## src/rtl/truth_table_sweeper.sv

```systemverilog
// Truth-table sweeper for a 3-input combinational gate.
//
// After a start request the block drives {in1,in2,in3} through rows 000..111 in
// ascending order. Each row is held for SETTLE_CYCLES clocks. On the last cycle of
// each row the gate output is sampled into observed[7-row]. Once row 7 has been
// captured, the block compares the captured table against TT and pulses done.
//
// Ports:
//   clk          system clock, rising edge
//   rst_n        asynchronous active-low reset
//   start_i      single-cycle sweep request; ignored while busy or in the done cycle
//   dut_out_i    output of the gate under test (combinational in in1..in3)
//   in1_o        gate input, row index bit 2
//   in2_o        gate input, row index bit 1
//   in3_o        gate input, row index bit 0
//   busy_o       high while a sweep is in progress
//   done_o       one-cycle pulse when a sweep completes
//   pass_o       observed == TT; valid from done until the next accepted start
//   observed_o   captured table, MSB-first (row i in bit 7-i)
//   fail_mask_o  observed ^ TT; a set bit marks a mismatching row
module truth_table_sweeper #(
  parameter logic [7:0]  TT            = 8'hCD,
  parameter int unsigned SETTLE_CYCLES = 4,
  parameter int unsigned CNT_W         = 8
) (
  input  logic       clk,
  input  logic       rst_n,
  input  logic       start_i,
  input  logic       dut_out_i,
  output logic       in1_o,
  output logic       in2_o,
  output logic       in3_o,
  output logic       busy_o,
  output logic       done_o,
  output logic       pass_o,
  output logic [7:0] observed_o,
  output logic [7:0] fail_mask_o
);

  // Parameter sanity checks at elaboration time.
  if (SETTLE_CYCLES < 1) begin : g_bad_settle
    $error("truth_table_sweeper: SETTLE_CYCLES must be at least 1");
  end

  if (CNT_W == 0 || (CNT_W < 32 && (32'd1 << CNT_W) <= SETTLE_CYCLES)) begin : g_bad_cnt_w
    $error("truth_table_sweeper: CNT_W too narrow for SETTLE_CYCLES");
  end

  localparam logic [CNT_W-1:0] CntLast = CNT_W'(SETTLE_CYCLES - 1);

  typedef enum logic [1:0] {
    StIdle,
    StRun,
    StDone
  } state_e;

  state_e           state_q, state_d;
  logic [2:0]       row_q, row_d;
  logic [CNT_W-1:0] cnt_q, cnt_d;
  logic [2:0]       in_q, in_d;
  logic             busy_q, busy_d;
  logic             done_q, done_d;
  logic             pass_q, pass_d;
  logic [7:0]       obs_q, obs_d;
  logic [7:0]       mask_q, mask_d;

  // Table as it would look after capturing the current row this cycle.
  logic [7:0] obs_cap;

  always_comb begin
    obs_cap = obs_q;
    obs_cap[3'd7 - row_q] = dut_out_i;
  end

  always_comb begin
    state_d = state_q;
    row_d   = row_q;
    cnt_d   = cnt_q;
    in_d    = in_q;
    busy_d  = busy_q;
    done_d  = 1'b0;
    pass_d  = pass_q;
    obs_d   = obs_q;
    mask_d  = mask_q;

    unique case (state_q)
      StIdle: begin
        in_d   = 3'b000;
        busy_d = 1'b0;
        if (start_i) begin
          state_d = StRun;
          busy_d  = 1'b1;
          row_d   = 3'd0;
          cnt_d   = '0;
          in_d    = 3'b000;
          obs_d   = 8'h00;
          mask_d  = 8'h00;
          pass_d  = 1'b0;
        end
      end

      StRun: begin
        busy_d = 1'b1;
        if (cnt_q == CntLast) begin
          cnt_d = '0;
          obs_d = obs_cap;
          if (row_q == 3'd7) begin
            // Final row: results include the row-7 sample taken on this edge.
            state_d = StDone;
            busy_d  = 1'b0;
            done_d  = 1'b1;
            in_d    = 3'b000;
            mask_d  = obs_cap ^ TT;
            pass_d  = (obs_cap == TT);
          end else begin
            row_d = row_q + 3'd1;
            in_d  = row_q + 3'd1;
          end
        end else begin
          cnt_d = cnt_q + 1'b1;
        end
      end

      StDone: begin
        in_d    = 3'b000;
        busy_d  = 1'b0;
        state_d = StIdle;
      end

      default: begin
        state_d = StIdle;
        in_d    = 3'b000;
        busy_d  = 1'b0;
      end
    endcase
  end

  always_ff @(posedge clk or negedge rst_n) begin
    if (!rst_n) begin
      state_q <= StIdle;
      row_q   <= 3'd0;
      cnt_q   <= '0;
      in_q    <= 3'b000;
      busy_q  <= 1'b0;
      done_q  <= 1'b0;
      pass_q  <= 1'b0;
      obs_q   <= 8'h00;
      mask_q  <= 8'h00;
    end else begin
      state_q <= state_d;
      row_q   <= row_d;
      cnt_q   <= cnt_d;
      in_q    <= in_d;
      busy_q  <= busy_d;
      done_q  <= done_d;
      pass_q  <= pass_d;
      obs_q   <= obs_d;
      mask_q  <= mask_d;
    end
  end

  assign in1_o       = in_q[2];
  assign in2_o       = in_q[1];
  assign in3_o       = in_q[0];
  assign busy_o      = busy_q;
  assign done_o      = done_q;
  assign pass_o      = pass_q;
  assign observed_o  = obs_q;
  assign fail_mask_o = mask_q;

endmodule

```

## config.mk

```make
export PLATFORM = sky130hd
export DESIGN_NAME = truth_table_sweeper
export DESIGN_NICKNAME = d
export VERILOG_FILES = /design/src/rtl/truth_table_sweeper.sv
export SDC_FILE = /design/constraint.sdc
export NUM_CORES = 1
export LEC_CHECK = 0
export BUFFER_PORTS_ARGS = -buffer_cell sky130_fd_sc_hd__clkbuf_2
export CAP_MARGIN = 0
export CORE_ASPECT_RATIO = 1.25
export CORE_MARGIN = 2
export CORE_UTILIZATION = 47
export DETAILED_ROUTE_END_ITERATION = 6
export PLACE_DENSITY = 0.7
export SLEW_MARGIN = 40
export SYNTH_ARGS = -nofsm -noshare
export SYNTH_HDL_FRONTEND = slang
export SYNTH_SLANG_ARGS = --single-unit
```

## constraint.sdc

```tcl
create_clock -name clk -period 2 [get_ports clk]
set_clock_uncertainty 0.1 [all_clocks]
set_input_delay 0.4 -clock clk [delete_from_list [all_inputs] [get_ports clk]]
set_output_delay 0.4 -clock clk [all_outputs]
set_load 0.01 [all_outputs]
```

==> run summary <==
Counting every sink on the clock net gives 35. In this run the most used layer during global routing was met2. The total iterations of the first detailed-routing run was 4; the ratio of routed vias to standard cells was 5.74.

The share of async-settable or async-resettable flops after synthesis is 1.00, and the die height is 72.8 µm. The detailed router finished its first iteration with 65 violations. The logs give 4300 µm² for the full die area and 0.0479 for the fraction of met3 tracks used by global routing. Leaving out filler cells and counting taps, the final layout contains 253. Data on the critical path is required at its endpoint by 2.07 ns. The area overhead of the layout relative to synthesis is 22.6%. After synthesis the netlist holds a flip-flop and latch count of 35. After legalization and detailed placement, the total HPWL measured 2830 µm. The maximum fanout encountered on the critical timing path is 9, and the actual transition at the worst max-transition pin is 0.502 ns. The top cell type's share of synthesized area is 0.492, and the sequential fraction of the synthesis area is 0.492. Number of maximum-capacitance constraint violations: 0.

The final period utilization was 0.986. The remaining routing DRC violations is 0. For the final weighted congestion in routability-driven placement, the log shows 0.921. Startpoint kind of the worst setup timing path: a flip-flop.

During I/O placement, the number of pins put on the boundary was 26. Cell type with the largest total area after synthesis: sky130_fd_sc_hd__dfrtp_1. The via count of the first global-routing pass was 1359. The number of antenna diodes came out at 0. In this run the worst hold path is classified as primary input to async pin. The post-route total power came out at 2.11 mW. The met1 track demand over resource is 0.235, and the final global-route overflow total is 0. The cell family contributing the most delay on the critical path is simple AND/OR/NAND/NOR gates.

The core region is 3690 µm². The count of buffers inserted at the top-level ports was 25. The analysis attributes to cell leakage a power of 1.06 nW.

TritonCTS built the clock tree. Yosys mapped the design onto 41 distinct sky130hd cell types. The signal on the critical path passes through ha_2 > or4b_4 > nor3_2 > o21a_4 > mux2_2.

The first global-routing pass estimated 6240 µm of wire. The H-tree depth was 2. The clock latency on the worst-skew pair came out at 0.29 ns. The tools report the cell chosen for the clock root as sky130_fd_sc_hd__clkbuf_8.

Summing over every cut layer, the via total after detailed routing is 1451. The tools report the buffer depth of the longest clock path as 2. Synthesis handed over a netlist of 169 instances. The critical path endpoint category was a flip-flop.

The power density over the cells works out to 968 nW/µm². Setup violations remaining at the end of the flow were counted as 0. In this run the remaining antenna-violating nets after routing total 0. Across the VDD grid, the largest voltage drop is 632 µV. Together, buffers and inverters on the worst path number 0.

By startpoint and endpoint, the worst setup path is classified as flip-flop to flip-flop. The number of nets in the layout was 220. Setup repair after global routing could not meet its margin everywhere. The wire length after detailed routing came out at 3800 µm. In the synthesized netlist, the cells that appear most often are sky130_fd_sc_hd__dfrtp_1, sky130_fd_sc_hd__nor2_1, sky130_fd_sc_hd__nand2_1, sky130_fd_sc_hd__o21ai_0. Timing would allow up to 0.507 GHz. Most frequent cell after synthesis: sky130_fd_sc_hd__dfrtp_1. Counting flops with a built-in enable in the synthesized netlist gives 0.

The initial antenna violation count came out at 0. The final critical path time including I/O delays and setup is 1.97 ns, and the met2 track utilization from global routing is 0.340. The tools report the total track usage as 0.198.

For the number of core rows, the log shows 25. The flow ran to the end, and the final reports show no timing, DRC or antenna violations. The relative max-transition margin came out at 0.665. In the final routed layout, each cell accounts on average for 15.0 µm. The die is 59.0 µm wide. The Yosys step of the flow raised 0 warnings. The most used flip-flop cell after synthesis is sky130_fd_sc_hd__dfrtp_1.

The proportion of layout cells with a drive suffix above 1 was 0.347; the number of nets produced by synthesis was 176. The setup slack of the most critical reg-to-reg path is 0.03 ns, and the average size of a mapped cell is 10.5 µm². For the number of buffers inserted by hold repair at cts, the log shows 0.

Post-CTS clock slew at the launch and capture registers of the worst setup and hold paths: 0.07 ns. The cell area that synthesis handed to floorplanning was 1780 µm². The slowest stage of the critical path is the sky130_fd_sc_hd__or4b_4 cell. The peak per-stage delay on the critical path was 0.47 ns. Buffers inserted during clock tree synthesis total 5. The total count of max-transition violations in the final report is 0, and the worst hold margin is 0.0311 ns. The effective utilization at floorplan was 0.482; the count of endpoints failing hold in the final timing report was 0. By area the synthesized netlist is led by sky130_fd_sc_hd__dfrtp_1, sky130_fd_sc_hd__mux2_2, sky130_fd_sc_hd__mux2i_1. The run gives 2.05 ns as the arrival time at the worst endpoint. Entering global routing, the biggest net connects 36 pins.

In this run, placement finished with an instance count of 245.
[stage by stage]
step                cell area (µm²)  setup TNS (ns)   util  worst slack (ns)
global route                   2180          -0.142  0.591           -0.0256
detailed placement             2060          -0.281  0.557           -0.0338
global placement               2060               0  0.557            0.0257
CTS                            2160               0  0.585           0.00824
finish                         2180               0  0.591            0.0274
floorplan                      1780          -0.258      -           -0.0369
[path summary, 6_finish.rpt]
path                       cells after the start                          to                  from
setup / recovery                               5   observed_o[2]$_DFFE_PN0P_  cnt_q[1]$_DFFE_PN0P_
min in group clk                               1        cnt_q[7]$_DFFE_PN0P_  cnt_q[7]$_DFFE_PN0P_
max in group asynchronous                      2   observed_o[2]$_DFFE_PN0P_                 rst_n
hold reg to reg                                1        cnt_q[7]$_DFFE_PN0P_  cnt_q[7]$_DFFE_PN0P_
hold / removal                                 2  fail_mask_o[6]$_DFFE_PN0P_                 rst_n
setup reg to reg                               5   observed_o[2]$_DFFE_PN0P_  cnt_q[1]$_DFFE_PN0P_
[worst reg2reg max path: stages (launching register included)]
cell and delay [ns]:
sky130_fd_sc_hd__dfrtp_1 0.35, sky130_fd_sc_hd__ha_2 0.18, sky130_fd_sc_hd__or4b_4 0.47, sky130_fd_sc_hd__nor3_2 0.18
sky130_fd_sc_hd__o21a_4 0.22, sky130_fd_sc_hd__mux2_2 0.35
[cell families (layout without fill, tap and decap cells)]
logic type      Yosys count  in the layout  synth area share
fa+ha+maj                 3              3            0.0211
flops                    35             35             0.492
buf+inv                  13             57            0.0323
simple gates             58             58             0.175
xor+xnor                  2              2           0.00985
mux                      16             16            0.0956
compound gates           42             42             0.174
[power breakdown]
group | switching (mW) | total, mW | internal (mW)
clock | 0.257 | 0.527 | 0.270
sequential | 0.106 | 0.940 | 0.835
combinational | 0.321 | 0.645 | 0.324
[sequential cells by signal, indices dropped and copies added, names as in the netlist]
register,flops
done_o,1
pass_o,1
row_q,3
cnt_q,8
state_q,2
busy_o,1
observed_o,8
fail_mask_o,8
in_q,3
[timing repair]
| item | in CTS | in global routing |
|---|---|---|
| pin swaps | 1 | 4 |
| setup buffers | 1 | 0 |
| cloned | 0 | 0 |
| gates resized for setup | 1 | 8 |
| endpoints found under the setup margin | 12 | 19 |
[final cells by class]
class | count | area, µm²
inverters | 6 | 22.5
flip-flops and latches | 35 | 876
multi-input cells | 121 | 875
repair buffers | 44 | 272
well taps | 40 | 50.0
fillers | 316 | 1510
clock buffers | 6 | 82.6
clock inverters | 1 | 5.00
[metal layers]
layer  wire length [µm]  share of wire  vias up
met4                 67          0.018        0
met3                134          0.035        6
met1               1600           0.42      710
met5                  0              0        -
li1                   -              -      706
met2               2000           0.53       29
[cells in the final DEF (no fill, tap or decap), drive strengths merged, types with 2 or more instances in the layout]
cell type	synthesis	final
dfrtp	35	35
a32o	4	4
o21ai	16	16
nor3b	3	3
a31oi	2	2
nand3	6	6
a22o	7	7
and3	3	3
a21o	2	2
a21oi	3	3
nand2	13	13
ha	3	3
or4b	2	2
nand4	2	2
nor2	16	16
nand3b	5	5
clkbuf	5	31
o2bb2ai	3	3
nor3	3	3
mux2i	8	8
buf	2	19
mux2	8	8
inv	6	6
Note: power is estimated with default switching activity, not from simulation.
